$ cat src/rtl/fetch_stage_pkg.sv
// Shared definitions for the fetch stage, instruction ROM and decoder:
// field widths, reset fetch address, opcode map and fetch state encoding.
package fetch_stage_pkg;

   localparam int PC_W    = 16;
   localparam int INSTR_W = 9;
   localparam int OPC_W   = 5;

   localparam logic [PC_W-1:0]  RESET_PC = 16'd1;
   localparam logic [OPC_W-1:0] HALT_OPC = 5'b11010;

   typedef enum logic [OPC_W-1:0] {
      OPC_ADD  = 5'b00000,
      OPC_SUB  = 5'b00001,
      OPC_AND  = 5'b00010,
      OPC_OR   = 5'b00011,
      OPC_XOR  = 5'b00100,
      OPC_LDI  = 5'b00101,
      OPC_LD   = 5'b00110,
      OPC_ST   = 5'b00111,
      OPC_JMP  = 5'b01000,
      OPC_BEQ  = 5'b01001,
      OPC_NOP  = 5'b01111,
      OPC_HALT = HALT_OPC
   } opcode_e;

   typedef enum logic {
      ST_RUN    = 1'b0,
      ST_HALTED = 1'b1
   } fetch_state_e;

endpackage

$ cat src/rtl/fetch_stage_ifid_reg.sv
// IF/ID pipeline register. flush clears the slot to a bubble (instr forced
// to 0 so nothing undefined reaches decode), load captures a new fetch,
// otherwise the contents hold.
module fetch_stage_ifid_reg
   import fetch_stage_pkg::*;
(
   input  logic               clk,
   input  logic               rst,
   input  logic               flush,
   input  logic               load,
   input  logic [INSTR_W-1:0] instr_in,
   input  logic [PC_W-1:0]    pc_in,
   output logic [INSTR_W-1:0] id_instr,
   output logic [PC_W-1:0]    id_pc,
   output logic               id_valid
);

   logic [INSTR_W-1:0] instr_q, instr_d;
   logic [PC_W-1:0]    pc_q, pc_d;
   logic               valid_q, valid_d;

   // next-slot selection: flush beats load, default is hold
   always_comb begin
      instr_d = instr_q;
      pc_d    = pc_q;
      valid_d = valid_q;
      if (flush) begin
         instr_d = '0;
         valid_d = 1'b0;
      end else if (load) begin
         instr_d = instr_in;
         pc_d    = pc_in;
         valid_d = 1'b1;
      end
   end

   // register slot, async reset to an empty bubble
   always_ff @(posedge clk or posedge rst) begin
      if (rst) begin
         instr_q <= '0;
         pc_q    <= '0;
         valid_q <= 1'b0;
      end else begin
         instr_q <= instr_d;
         pc_q    <= pc_d;
         valid_q <= valid_d;
      end
   end

   assign id_instr = instr_q;
   assign id_pc    = pc_q;
   assign id_valid = valid_q;

endmodule

$ cat src/rtl/fetch_stage.sv
// Instruction fetch stage: owns the PC, addresses the combinational ROM and
// feeds the IF/ID register. Handles stall, branch redirect with flush, and
// halt detection. Optional macro FETCH_PERF_CNT_EN adds a saturating count
// of instructions delivered valid to decode.
//
// state     | meaning
// ----------+-----------------------------------------------------------
// ST_RUN    | fetching sequentially, pc advances on each un-stalled edge
// ST_HALTED | halt opcode delivered; pc frozen, slot drained to bubble
module fetch_stage
   import fetch_stage_pkg::*;
(
   input  logic               clk,
   input  logic               rst,
   input  logic               stall,
   input  logic               branch_taken,
   input  logic [PC_W-1:0]    branch_target,
   output logic [PC_W-1:0]    rom_addr,
   input  logic [INSTR_W-1:0] rom_instr,
   output logic [INSTR_W-1:0] id_instr,
   output logic [PC_W-1:0]    id_pc,
   output logic               id_valid,
   output logic               halted
`ifdef FETCH_PERF_CNT_EN
   ,
   output logic [31:0]        fetch_count
`endif
);

   fetch_state_e    state_q, state_d;
   logic [PC_W-1:0] pc_q, pc_d;
   logic            ifid_flush;
   logic            ifid_load;
   logic            is_halt;

   assign is_halt = (rom_instr[INSTR_W-1 -: OPC_W] == HALT_OPC);

   // next pc / state and IF/ID control; priority branch > stall > normal
   always_comb begin
      pc_d       = pc_q;
      state_d    = state_q;
      ifid_flush = 1'b0;
      ifid_load  = 1'b0;
      if (branch_taken) begin
         pc_d       = branch_target;
         state_d    = ST_RUN;
         ifid_flush = 1'b1;
      end else if (!stall) begin
         case (state_q)
            ST_RUN: begin
               ifid_load = 1'b1;
               if (is_halt) state_d = ST_HALTED;
               else         pc_d    = pc_q + PC_W'(1);
            end
            ST_HALTED: ifid_flush = 1'b1;
            default:   state_d    = ST_RUN;
         endcase
      end
   end

   // pc and state registers
   always_ff @(posedge clk or posedge rst) begin
      if (rst) begin
         pc_q    <= RESET_PC;
         state_q <= ST_RUN;
      end else begin
         pc_q    <= pc_d;
         state_q <= state_d;
      end
   end

   assign rom_addr = pc_q;
   assign halted   = (state_q == ST_HALTED);

   fetch_stage_ifid_reg u_ifid (
      .clk      (clk),
      .rst      (rst),
      .flush    (ifid_flush),
      .load     (ifid_load),
      .instr_in (rom_instr),
      .pc_in    (pc_q),
      .id_instr (id_instr),
      .id_pc    (id_pc),
      .id_valid (id_valid)
   );

`ifdef FETCH_PERF_CNT_EN
   logic [31:0] cnt_q, cnt_d;

   // count edges that deliver a valid instruction, saturating at all-ones
   always_comb begin
      cnt_d = cnt_q;
      if (ifid_load && (cnt_q != 32'hFFFF_FFFF)) cnt_d = cnt_q + 32'd1;
   end

   // counter register
   always_ff @(posedge clk or posedge rst) begin
      if (rst) cnt_q <= '0;
      else     cnt_q <= cnt_d;
   end

   assign fetch_count = cnt_q;
`endif

endmodule
$ cat config.mk
export PLATFORM = sky130hd
export DESIGN_NAME = fetch_stage
export DESIGN_NICKNAME = d
export VERILOG_FILES = /design/src/rtl/fetch_stage_pkg.sv /design/src/rtl/fetch_stage_ifid_reg.sv /design/src/rtl/fetch_stage.sv
export SDC_FILE = /design/constraint.sdc
export NUM_CORES = 1
export LEC_CHECK = 0
export BUFFER_PORTS_ARGS = -buffer_cell sky130_fd_sc_hd__clkbuf_2
export CELL_PAD_IN_SITES_DETAIL_PLACEMENT = 1
export CELL_PAD_IN_SITES_GLOBAL_PLACEMENT = 2
export CORE_ASPECT_RATIO = 0.5
export CORE_MARGIN = 5
export CORE_UTILIZATION = 32
export CTS_BUF_LIST = sky130_fd_sc_hd__clkbuf_4
export DETAILED_ROUTE_END_ITERATION = 6
export GPL_TIMING_DRIVEN = 0
export HOLD_SLACK_MARGIN = 0.03
export MAX_ROUTING_LAYER = met4
export PLACE_DENSITY_LB_ADDON = 0.1
export SLEW_MARGIN = 0
export SYNTH_ARGS = -nofsm -noshare
export SYNTH_HDL_FRONTEND = slang
export SYNTH_HIERARCHICAL = 1
export SYNTH_SLANG_ARGS = --single-unit
export TNS_END_PERCENT = 20
$ cat constraint.sdc
create_clock -name clk -period 2 [get_ports clk]
set_input_delay 0.2 -clock clk [delete_from_list [all_inputs] [get_ports clk]]
set_output_delay 0.2 -clock clk [all_outputs]
set_load 0.05 [all_outputs]
==> results.sh, run 1 <==
export IMPL_path_cells="ha_1 > o211ai_1 > or4_1 > nand3_1"
export IMPL_tightestPinTransition_ns=1.08
export IMPL_seq_power_share=0.429
export IMPL_drt_iter0_markers=90
export IMPL_cts_sinks=43
export IMPL_dp_hpwl_mm=4.47
export IMPL_wl_per_cell_um=17.0
export IMPL_synth_edf_count=0
export IMPL_startpoint_type="flip-flop"
export IMPL_seq_area_frac_synth=0.509
export IMPL_crit_arrival_ns=2.19
export IMPL_yosys_warnings=6
export IMPL_cts_tree="done"
export IMPL_rsz0062_at_grt="false"
export IMPL_ys_ff_latch=43
export IMPL_path_buf_inv=0
export IMPL_first_pass_iters=4
export IMPL_die_h_um=67.5
export IMPL_skew_ns=0.00582
export IMPL_synth_top_family_by_area="simple AND/OR/NAND/NOR gates"
export IMPL_p_int_uw=1500
export IMPL_grt_max_degree=27
export IMPL_vias=1756
export IMPL_antenna_found_initial=0
export IMPL_fin_crit_ns=1.88
export IMPL_worstPathMaxFanout=6
export IMPL_ir_worst_vdd_uv=312
export IMPL_yosysUniqueCellTypes=40
export IMPL_clockBufferDepth=2
export IMPL_synthesis_nets=214
export IMPL_core_area_sq_mm=0.00623
export IMPL_clk_pin_slew_ns=0.13
export IMPL_clockRootBuffer="clkbuf_4"
export IMPL_insertion_delay_ns=0.36
export IMPL_via_per_inst=4.92
export IMPL_grt_pass1_vias=2033
export IMPL_synth_xor_area_frac=0.0166
export IMPL_htree_num_levels=2
export IMPL_maxSlewViolCount=0
export IMPL_totalWireLength_mm=6.08
export IMPL_fin_crit_sh=0.941
export IMPL_post_dp_cell_area_sq_mm=0.00258
export IMPL_yosys_area_share_simple=0.176
export IMPL_portBuffers=70
export IMPL_cap_violations=0
export IMPL_initial_utilization=0.340
export IMPL_status="finished clean"
export IMPL_stdcell_area_sq_mm=0.00272
export IMPL_cp_slowest_stage_delay_ns=0.63
export IMPL_fmax_mhz=532
export IMPL_dieArea_sq_mm=0.00844
export IMPL_cp_end_kind="flip-flop"
export IMPL_area_growth_pct=28.7
export IMPL_drive_above_1_share=0.383
export IMPL_finalSetupViolations=0
export IMPL_synthMuxAreaShare=0.145
export IMPL_syn_avg_cell_area_sq_um=11.5
export IMPL_pwr_share_clk=0.221
export IMPL_async_flop_share=1.00
export IMPL_cp_data_required_time_ns=2.31
export IMPL_p_sw_uw=1040
export IMPL_synthesis_instances=184
export IMPL_ioPinCount=72
export IMPL_holdWs_ns=0.0511
export IMPL_finalNetCount=298
export IMPL_antenna_cells=0
export IMPL_cp_slowest_cell="dfstp_2"
export IMPL_detail_route_antenna_nets=0
export IMPL_synthesis_area_sq_mm=0.00212
export IMPL_numCtsBuffers=5
export IMPL_grt_pass1_wl_mm=10.4
export IMPL_max_slew_margin=0.276
export IMPL_synth_fa_ha_area_frac=0.00591
export IMPL_gp_congestion=0.779
export IMPL_critical_path_top_delay_family="simple AND/OR/NAND/NOR gates"
export IMPL_power_leakage_uw=0.00130
export IMPL_synth_compound_area_frac=0.109
export IMPL_powerDensity_mw_per_mm2=932
export IMPL_ys_flop_type="dfrtp_1"
export IMPL_row_count=20
export IMPL_swShare=0.409
export IMPL_hold_violations=0
export IMPL_gr_total_overflow=0
export IMPL_final_setup_worst_slack_ns=0.119
export IMPL_grt_usage=0.163
export IMPL_pwr_share_comb=0.350
export IMPL_post_place_ws_ns=-0.114
export IMPL_drc_errors=0
export IMPL_hp_class="in2reg"
export IMPL_dieWidth_um=125
export IMPL_path_class="reg2reg"
## cell families (layout without fill, tap and decap cells)
logic type,after synthesis,count (layout)
AO/OA/AOI/OAI,31,31
XOR/XNOR,4,4
adder cells (fa/ha/maj),1,1
buffers and inverters,14,99
flip-flops,43,43
multiplexers,25,25
AND/OR/NAND/NOR,66,66
## worst register-to-register path: cells and delay by family, from the launching register on
kind / cells / cell delay, ns
flip-flops: 1 / 0.63
AO/OA/AOI/OAI: 1 / 0.29
adder cells (fa/ha/maj): 1 / 0.26
AND/OR/NAND/NOR: 2 / 0.64
## state kept, by name, summed over array words and instances, names as in the netlist
signal / cells
halted: 1
rom_addr: 16
u_ifid/id_instr: 9
u_ifid/id_pc: 16
u_ifid/id_valid: 1
## cell usage after synthesis (2+ instances only)
library cell,n,area [sq um]
o21ai_0,5,25.0
clkbuf_1,4,15.0
nand4_1,4,25.0
buf_6,3,33.8
o21ai_2,2,17.5
o311ai_0,5,43.8
buf_2,2,10.0
o31ai_1,2,15.0
and2_1,2,12.5
o211ai_1,12,90.1
mux2_1,6,67.6
nor2_1,12,45.0
dfrtp_1,42,1050
mux2i_1,9,90.1
nor2b_1,4,25.0
xor2_1,4,35.0
mux2_4,10,150
and3_1,3,18.8
nand3_1,7,35.0
nand2_1,20,75.1
inv_1,4,15.0
or4_1,4,30.0
## layout make-up
class	count	area [sq um]
Fill cell	706	3510
Sequential cell	43	1080
Multi-Input combinational cell	127	957
Timing Repair Buffer	77	420
Tap cell	88	110
Buffer	10	66.3
Clock inverter	3	38.8
Clock buffer	5	37.5
Inverter	4	15.0
## cell usage in the layout (no fill, tap or decap), types with 3 or more instances in the layout
cell type      instances
mux2_4                10
dlygate4sd3_1          7
or4_1                  4
o21ai_0                5
mux2i_1                9
clkbuf_1               4
buf_6                  3
inv_1                  4
mux2_1                 6
xor2_1                 4
nor2b_1                4
nand4_1                4
nor2_1                12
clkbuf_2              70
o211ai_1              12
and3_1                 3
clkbuf_4               5
nand2_1               20
nand3_1                7
dfrtp_1               42
o311ai_0               5
## repair_timing
action                    in CTS  in global routing
hold endpoints to repair      22                  0
hold buffers                   7                  0
setup buffers                  0                  0
resized for setup              0                  0
## power by group through the flow
| stage | Combinational [uW] | Clock, uW | Sequential [uW] |
|---|---|---|---|
| after floorplan | 233 | 0 | 1520 |
| after global placement | 879 | 0 | 1100 |
| after detailed placement | 889 | 0 | 1110 |
| after CTS | 902 | 578 | 1090 |
| after global routing | 949 | 614 | 1110 |
| final | 889 | 560 | 1090 |
## routing by layer
metal | wire length [um] | track usage | part of all wire
met1 | 3020 | 0.202 | 0.50
met2 | 2710 | 0.273 | 0.45
met3 | 332 | 0.0490 | 0.055
met4 | 19 | 0.0243 | 0.0031
met5 | 0 | - | 0
## final timing paths
check                           cells past startpoint                             end  slack [ns]                        start
worst min-delay path                                3        rom_addr[13]$_DFFE_PP0P_        0.05            branch_target[13]
max in group asynchronous                           3  u_ifid/id_instr[4]$_DFFE_PP0P_        0.70                          rst
min in group asynchronous                           3         rom_addr[7]$_DFFE_PP0P_        0.49                          rst
worst max register to register                      4         rom_addr[6]$_DFFE_PP0P_        0.12      rom_addr[0]$_DFFE_PP1P_
worst max-delay path                                4         rom_addr[6]$_DFFE_PP0P_        0.12      rom_addr[0]$_DFFE_PP1P_
worst min register to register                      1     u_ifid/id_pc[4]$_DFFE_PP0P_        0.50  u_ifid/id_pc[4]$_DFFE_PP0P_
## per-stage QoR
step           std cells  utilization  power [uW]  setup TNS [ns]
2_1_floorplan        184            -        1750               0
3_3_place_gp         342        0.413        1980           -1.12
3_5_place_dp         342        0.413        2000           -1.02
4_1_cts              357        0.437        2570               0
5_1_grt              357        0.437        2680               0
6_report             357        0.437        2540               0
Power figures use the tool's default switching activity.
==> run 2: changes to the inputs <==
--- a/config.mk
+++ b/config.mk
@@ -17,6 +17,8 @@
 export HOLD_SLACK_MARGIN = 0.03
 export MAX_ROUTING_LAYER = met4
 export PLACE_DENSITY_LB_ADDON = 0.1
+export SETUP_SLACK_MARGIN = 0.2
+export SKIP_CTS_REPAIR_TIMING = 1
 export SLEW_MARGIN = 0
 export SYNTH_ARGS = -nofsm -noshare
 export SYNTH_HDL_FRONTEND = slang
==> run 2 against run 1 <==
Compared with the run above: utilization up 0.54 points; highest routed layer unchanged; largest power group unchanged; sequential power is essentially flat; critical path type unchanged; combinational power is 1% higher; clock skew grew 0.0088 ns.
==> results.sh, run 2 (synthesized netlist as in run 1, its figures left out) <==
export IMPL_grt_use_met3=0.0513
export IMPL_dpl_cell_count=342
export IMPL_vias=1822
export IMPL_crit_arrival_ns=2.08
export IMPL_grt_pass1_wl_mm=10.2
export IMPL_cts_tree="done"
export IMPL_hp_class="in2reg"
export IMPL_row_count=20
export IMPL_insertion_delay_ns=0.38
export IMPL_cts_sinks=43
export IMPL_rsz0062_at_grt="true"
export IMPL_antenna_found_initial=0
export IMPL_layout_commonest_cell="clkbuf_2"
export IMPL_status="finished clean"
export IMPL_reg2regPathDepth=4
export IMPL_reg2reg_slack_ns=0.25
export IMPL_dp_hpwl_mm=4.51
export IMPL_dieArea_sq_mm=0.00844
export IMPL_detail_route_antenna_nets=0
export IMPL_numCtsBuffers=5
export IMPL_busiest_layer="met2"
export IMPL_gp_congestion=0.829
export IMPL_max_slew_margin=0.238
export IMPL_initial_utilization=0.340
export IMPL_final_cell_mix="clkbuf_2, dfrtp_1, nand2_1"
export IMPL_cap_violations=0
export IMPL_whs_endpoint="rom_addr[3]$_DFFE_PP0P_"
export IMPL_ir_worst_vdd_uv=304
export IMPL_finalSetupViolations=0
export IMPL_fin_util=0.442
export IMPL_rr_startpoint="rom_addr[0]$_DFFE_PP1P_"
export IMPL_grt_usage=0.161
export IMPL_drt_iter0_markers=84
export IMPL_first_pass_iters=6
export IMPL_area_growth_pct=30.3
export IMPL_totalWireLength_mm=6.17
export IMPL_worstPathMaxFanout=6
export IMPL_path_class="reg2reg"
export IMPL_wl_per_cell_um=17.1
export IMPL_clockRootBuffer="clkbuf_4"
export IMPL_skew_ns=0.0146
export IMPL_maxSlewViolCount=0
export IMPL_cp_data_required_time_ns=2.33
export IMPL_gr_usage_met1=0.201
export IMPL_clockBufferDepth=2
export IMPL_via_per_inst=5.05
export IMPL_clk_pin_slew_ns=0.14
export IMPL_min_from="branch_target[3]"
export IMPL_drc_errors=0
export IMPL_drive_above_1_share=0.399
export IMPL_whs_path_depth=3
export IMPL_met2_usage=0.257
export IMPL_die_h_um=67.5
export IMPL_finalNetCount=302
export IMPL_gr_total_overflow=0
export IMPL_startpoint_type="flip-flop"
export IMPL_fill_cells=719
export IMPL_cp_end_kind="flip-flop"
export IMPL_fmax_mhz=572
export IMPL_power_leakage_uw=0.00132
export IMPL_ioPinCount=72
export IMPL_hold_violations=0
export IMPL_core_area_sq_mm=0.00623
export IMPL_dieWidth_um=125
export IMPL_fin_crit_sh=0.874
export IMPL_tightestPinTransition_ns=1.14
export IMPL_startpoint="rom_addr[0]$_DFFE_PP1P_"
export IMPL_stdcell_count=361
export IMPL_grt_max_degree=27
export IMPL_htree_num_levels=2
export IMPL_grt_pass1_vias=1984
export IMPL_fin_crit_ns=1.75
export IMPL_antenna_cells=0
export IMPL_fin_tns_setup_ns=0
export IMPL_r2r_end="rom_addr[6]$_DFFE_PP0P_"
export IMPL_portBuffers=70
export IMPL_powerDensity_mw_per_mm2=927
-- run 2: cell types whose count changed in the layout (fill, tap and decap cells not counted) --
| cell | change |
|---|---|
| o21ai_0 | -1 |
| ha_1 | -1 |
| o21ai_1 | +1 |
| ha_2 | +1 |
| buf_4 | +4 |
| dfrtp_2 | +1 |
| dfrtp_1 | -1 |
-- run 2: how the worst max path moves through the flow --
stage,to,slack (ns),cells after the start
3_3_place_gp,u_ifid/id_pc[7]$_DFFE_PP0P_,-0.12,8
3_5_place_dp,u_ifid/id_pc[10]$_DFFE_PP0P_,-0.13,8
4_1_cts,rom_addr[6]$_DFFE_PP0P_,0.15,4
5_1_grt,rom_addr[6]$_DFFE_PP0P_,0.20,4
6_report,rom_addr[6]$_DFFE_PP0P_,0.25,4
2_1_floorplan,rom_addr[13]$_DFFE_PP0P_,0.21,5
-- run 2: layout make-up --
type,count,area [sq um],share of cell area
flip-flops and latches,43,1080,0.391
multi-input cells,127,960,0.348
repair buffers,81,450,0.163
well taps,88,110,0.0399
plain buffers,10,66.3,0.0241
clock inverters,3,38.8,0.0141
clock buffers,5,37.5,0.0136
inverters,4,15.0,0.00545
-- run 2: power by group --
part	leakage, uW	switching (uW)	internal, uW
registers	0.000535	100	991
clock network	0.0000426	307	257
logic	0.000737	640	259
total	0.00132	1050	1510
-- run 2: worst max-delay path, cell delays in order, from the launching register on --
cell	delay (ns)
dfstp_2	0.64
ha_2	0.24
o211ai_1	0.21
or4_1	0.53
nand3_1	0.09
-- run 2: routing by layer --
layer  part of all wire  vias up
met1               0.48      917
met4              0.011        0
li1                   -      850
met2               0.45       47
met5                  0        -
met3              0.059        8
-- run 2: stage by stage --
step	power, uW	hold WS, ns	setup slack, ns	instance area, sq um
floorplan	1750	0.125	0.207	2120
global placement	1980	0.355	-0.123	2580
detailed placement	2000	0.356	-0.129	2580
CTS	2580	-0.0751	0.149	2650
global route	2700	0.0328	0.198	2760
finish	2550	0.0392	0.251	2760
==> run 3: changes to the inputs <==
--- a/config.mk
+++ b/config.mk
@@ -5,17 +5,17 @@
 export SDC_FILE = /design/constraint.sdc
 export NUM_CORES = 1
 export LEC_CHECK = 0
+export ABC_AREA = 1
 export BUFFER_PORTS_ARGS = -buffer_cell sky130_fd_sc_hd__clkbuf_2
 export CELL_PAD_IN_SITES_DETAIL_PLACEMENT = 1
 export CELL_PAD_IN_SITES_GLOBAL_PLACEMENT = 2
 export CORE_ASPECT_RATIO = 0.5
 export CORE_MARGIN = 5
-export CORE_UTILIZATION = 32
+export CORE_UTILIZATION = 29
 export CTS_BUF_LIST = sky130_fd_sc_hd__clkbuf_4
 export DETAILED_ROUTE_END_ITERATION = 6
 export GPL_TIMING_DRIVEN = 0
 export HOLD_SLACK_MARGIN = 0.03
-export MAX_ROUTING_LAYER = met4
 export PLACE_DENSITY_LB_ADDON = 0.1
 export SETUP_SLACK_MARGIN = 0.2
 export SKIP_CTS_REPAIR_TIMING = 1
==> run 3 against run 2 <==
Compared with the run above: combinational power grew 4.3%; total power shrank 0.67%; register-to-register slack gained 0.14 ns; first-iteration DRC count grew 2.4%; die area grew 19%; cell count grew 40%; flip-flop and latch count is the same.
==> results.sh, run 3 <==
export IMPL_dieWidth_um=137
export IMPL_fin_crit_sh=0.804
export IMPL_ys_ff_latch=43
export IMPL_wl_per_cell_um=15.3
export IMPL_die_h_um=73.4
export IMPL_grt_pass1_vias=2390
export IMPL_grt_pass1_wl_mm=12.4
export IMPL_clockBufferDepth=2
export IMPL_startpoint_type="flip-flop"
export IMPL_powerDensity_mw_per_mm2=857
export IMPL_rr_startpoint="rom_addr[0]$_DFFE_PP1P_"
export IMPL_drt_iter0_markers=86
export IMPL_gp_congestion=0.780
export IMPL_tightestPinTransition_ns=0.998
export IMPL_p_sw_uw=1190
export IMPL_swShare=0.469
export IMPL_row_count=23
export IMPL_dp_hpwl_mm=6.02
export IMPL_power_uw=2540
export IMPL_path_cells="ha_1 > nand2_1 > nor2_1 > nand3_1 > nor2_1 > nand2_1 > nand2_1 > nand3_1"
export IMPL_totalWireLength_mm=7.76
export IMPL_crit_arrival_ns=1.89
export IMPL_numCtsBuffers=5
export IMPL_path_class="reg2reg"
export IMPL_final_cell_mix="nand2_1, clkbuf_2, nand3_1"
export IMPL_min_from="branch_target[3]"
export IMPL_fmax_mhz=622
export IMPL_area_growth_pct=26.9
export IMPL_seq_power_share=0.446
export IMPL_fin_crit_ns=1.61
export IMPL_ys_flop_type="dfrtp_1"
export IMPL_worstPathMaxFanout=6
export IMPL_whs_endpoint="rom_addr[3]$_DFFE_PP0P_"
export IMPL_synth_top_cells_by_count="nand2_1, nand3_1, dfrtp_1"
export IMPL_stdcell_area_sq_mm=0.00296
export IMPL_antenna_cells=0
export IMPL_synthesis_area_sq_mm=0.00233
export IMPL_dieArea_sq_mm=0.0100
export IMPL_clockRootBuffer="clkbuf_4"
export IMPL_r2r_end="rom_addr[10]$_DFFE_PP0P_"
export IMPL_ir_worst_vdd_uv=261
export IMPL_cp_slowest_cell="dfstp_2"
export IMPL_synthesis_nets=338
export IMPL_rsz0062_at_grt="false"
export IMPL_pwr_share_clk=0.184
export IMPL_detail_route_antenna_nets=0
export IMPL_post_dp_cell_area_sq_mm=0.00282
export IMPL_finalSetupViolations=0
export IMPL_insertion_delay_ns=0.38
export IMPL_finalNetCount=423
export IMPL_async_flop_share=1.00
export IMPL_max_slew_margin=0.334
export IMPL_synth_top_family_by_area="simple AND/OR/NAND/NOR gates"
export IMPL_cp_data_required_time_ns=2.28
export IMPL_synth_most_common_cell="nand2_1"
export IMPL_synth_edf_count=0
export IMPL_grt_usage=0.163
export IMPL_cp_end_kind="flip-flop"
export IMPL_path_common_cell="nand2_1"
export IMPL_grt_max_degree=27
export IMPL_met2_usage=0.260
export IMPL_clk_pin_slew_ns=0.15
export IMPL_path_buf_inv=0
export IMPL_synth_top_area_cell="dfrtp_1"
export IMPL_cp_slowest_stage_delay_ns=0.62
export IMPL_reg2reg_slack_ns=0.39
export IMPL_synth_area_top_cells="dfrtp_1, nand2_1, nand3_1"
export IMPL_yosys_area_share_simple=0.426
export IMPL_cts_tree="done"
export IMPL_syn_avg_cell_area_sq_um=7.57
export IMPL_seq_area_frac_synth=0.462
export IMPL_via_per_inst=4.49
export IMPL_busiest_layer="met2"
export IMPL_cts_sinks=43
export IMPL_portBuffers=70
export IMPL_reg2regPathDepth=8
export IMPL_grt_use_met3=0.0451
export IMPL_p_int_uw=1350
export IMPL_antenna_found_initial=0
export IMPL_status="finished clean"
export IMPL_synth_top_area_share=0.451
export IMPL_drc_errors=0
export IMPL_cap_violations=0
export IMPL_pwr_share_comb=0.370
export IMPL_yosys_warnings=6
export IMPL_synthesis_instances=308
export IMPL_fin_tns_setup_ns=0
export IMPL_vias=2270
export IMPL_gr_usage_met1=0.226
export IMPL_synthMuxAreaShare=0
export IMPL_hp_class="in2reg"
export IMPL_maxSlewViolCount=0
export IMPL_power_leakage_uw=0.00166
export IMPL_ioPinCount=72
export IMPL_drive_above_1_share=0.279
export IMPL_initial_utilization=0.295
export IMPL_gr_total_overflow=0
export IMPL_whs_path_depth=3
export IMPL_core_area_sq_mm=0.00791
export IMPL_yosysUniqueCellTypes=26
export IMPL_critical_path_top_delay_family="simple AND/OR/NAND/NOR gates"
export IMPL_hold_violations=0
export IMPL_synth_compound_area_frac=0.0107
export IMPL_synth_xor_area_frac=0.0113
export IMPL_first_pass_iters=4
export IMPL_skew_ns=0.0165
export IMPL_synth_fa_ha_area_frac=0.00537
export IMPL_htree_num_levels=2
export IMPL_layout_commonest_cell="nand2_1"
## run 3: cell count changes after synthesis, sizes merged, moves of 5 or more
cell    previous run  this run
inv                4        29
mux2              16         0
mux2i              9         0
nand2             20       132
nand3              8        59
nor2              12        22
nor2b              5         0
o211ai            12         0
o21ai              7         1
o311ai             5         0
## run 3: kinds of logic after synthesis
group           count (synthesis)
xor+xnor                        3
fa+ha+maj                       1
flops                          43
compound gates                  4
simple gates                  218
buf+inv                        39
## run 3: worst max-delay path by stage
stage / slack [ns] / startpoint / cells after the start / end
global route: 0.22 / rom_addr[0]$_DFFE_PP1P_ / 8 / rom_addr[10]$_DFFE_PP0P_
global placement: 0.47 / rom_addr[0]$_DFFE_PP1P_ / 8 / rom_addr[10]$_DFFE_PP0P_
floorplan: 0.39 / rom_addr[1]$_DFFE_PP0P_ / 8 / rom_addr[10]$_DFFE_PP0P_
CTS: 0.37 / rom_addr[0]$_DFFE_PP1P_ / 8 / rom_addr[10]$_DFFE_PP0P_
detailed placement: 0.41 / rom_addr[0]$_DFFE_PP1P_ / 8 / rom_addr[10]$_DFFE_PP0P_
finish: 0.39 / rom_addr[0]$_DFFE_PP1P_ / 8 / rom_addr[10]$_DFFE_PP0P_
## run 3: final cells by class
cell class              instances  area (sq um)
inverters                      30           118
plain buffers                   9          78.8
multi-input cells             226          1060
clock inverters                 3          20.0
repair buffers                 78           430
fillers                      1005          4950
well taps                     112           140
clock buffers                   5          37.5
flip-flops and latches         43          1080
## run 3: power groups by stage
stage               registers (uW)  logic [uW]  clock network (uW)
floorplan                     1540         261                   0
global placement              1140         925                   0
finish                        1130         938                 468
detailed placement            1150         939                   0
global route                  1150        1010                 535
CTS                           1130         942                 492
## run 3: layer usage
metal,wire length [um],vias to the layer above,part of all wire
met4,54,0,0.0070
met3,475,8,0.061
met2,3390,54,0.44
met5,0,-,0
li1,-,1134,-
met1,3840,1074,0.49
## run 3: per-stage QoR
stage	util	instances	hold WS, ns	setup WS (ns)
2_1_floorplan	-	308	0.125	0.388
5_1_grt	0.374	506	0.0325	0.217
6_report	0.374	506	0.0343	0.391
3_5_place_dp	0.357	490	0.377	0.411
4_1_cts	0.364	498	-0.0679	0.374
3_3_place_gp	0.357	490	0.364	0.474
## run 3: worst register-to-register path: cells and delay by family, from the launching register on
| family | cells | cell delay (ns) |
|---|---|---|
| fa+ha+maj | 1 | 0.24 |
| simple gates | 7 | 0.66 |
| flops | 1 | 0.62 |
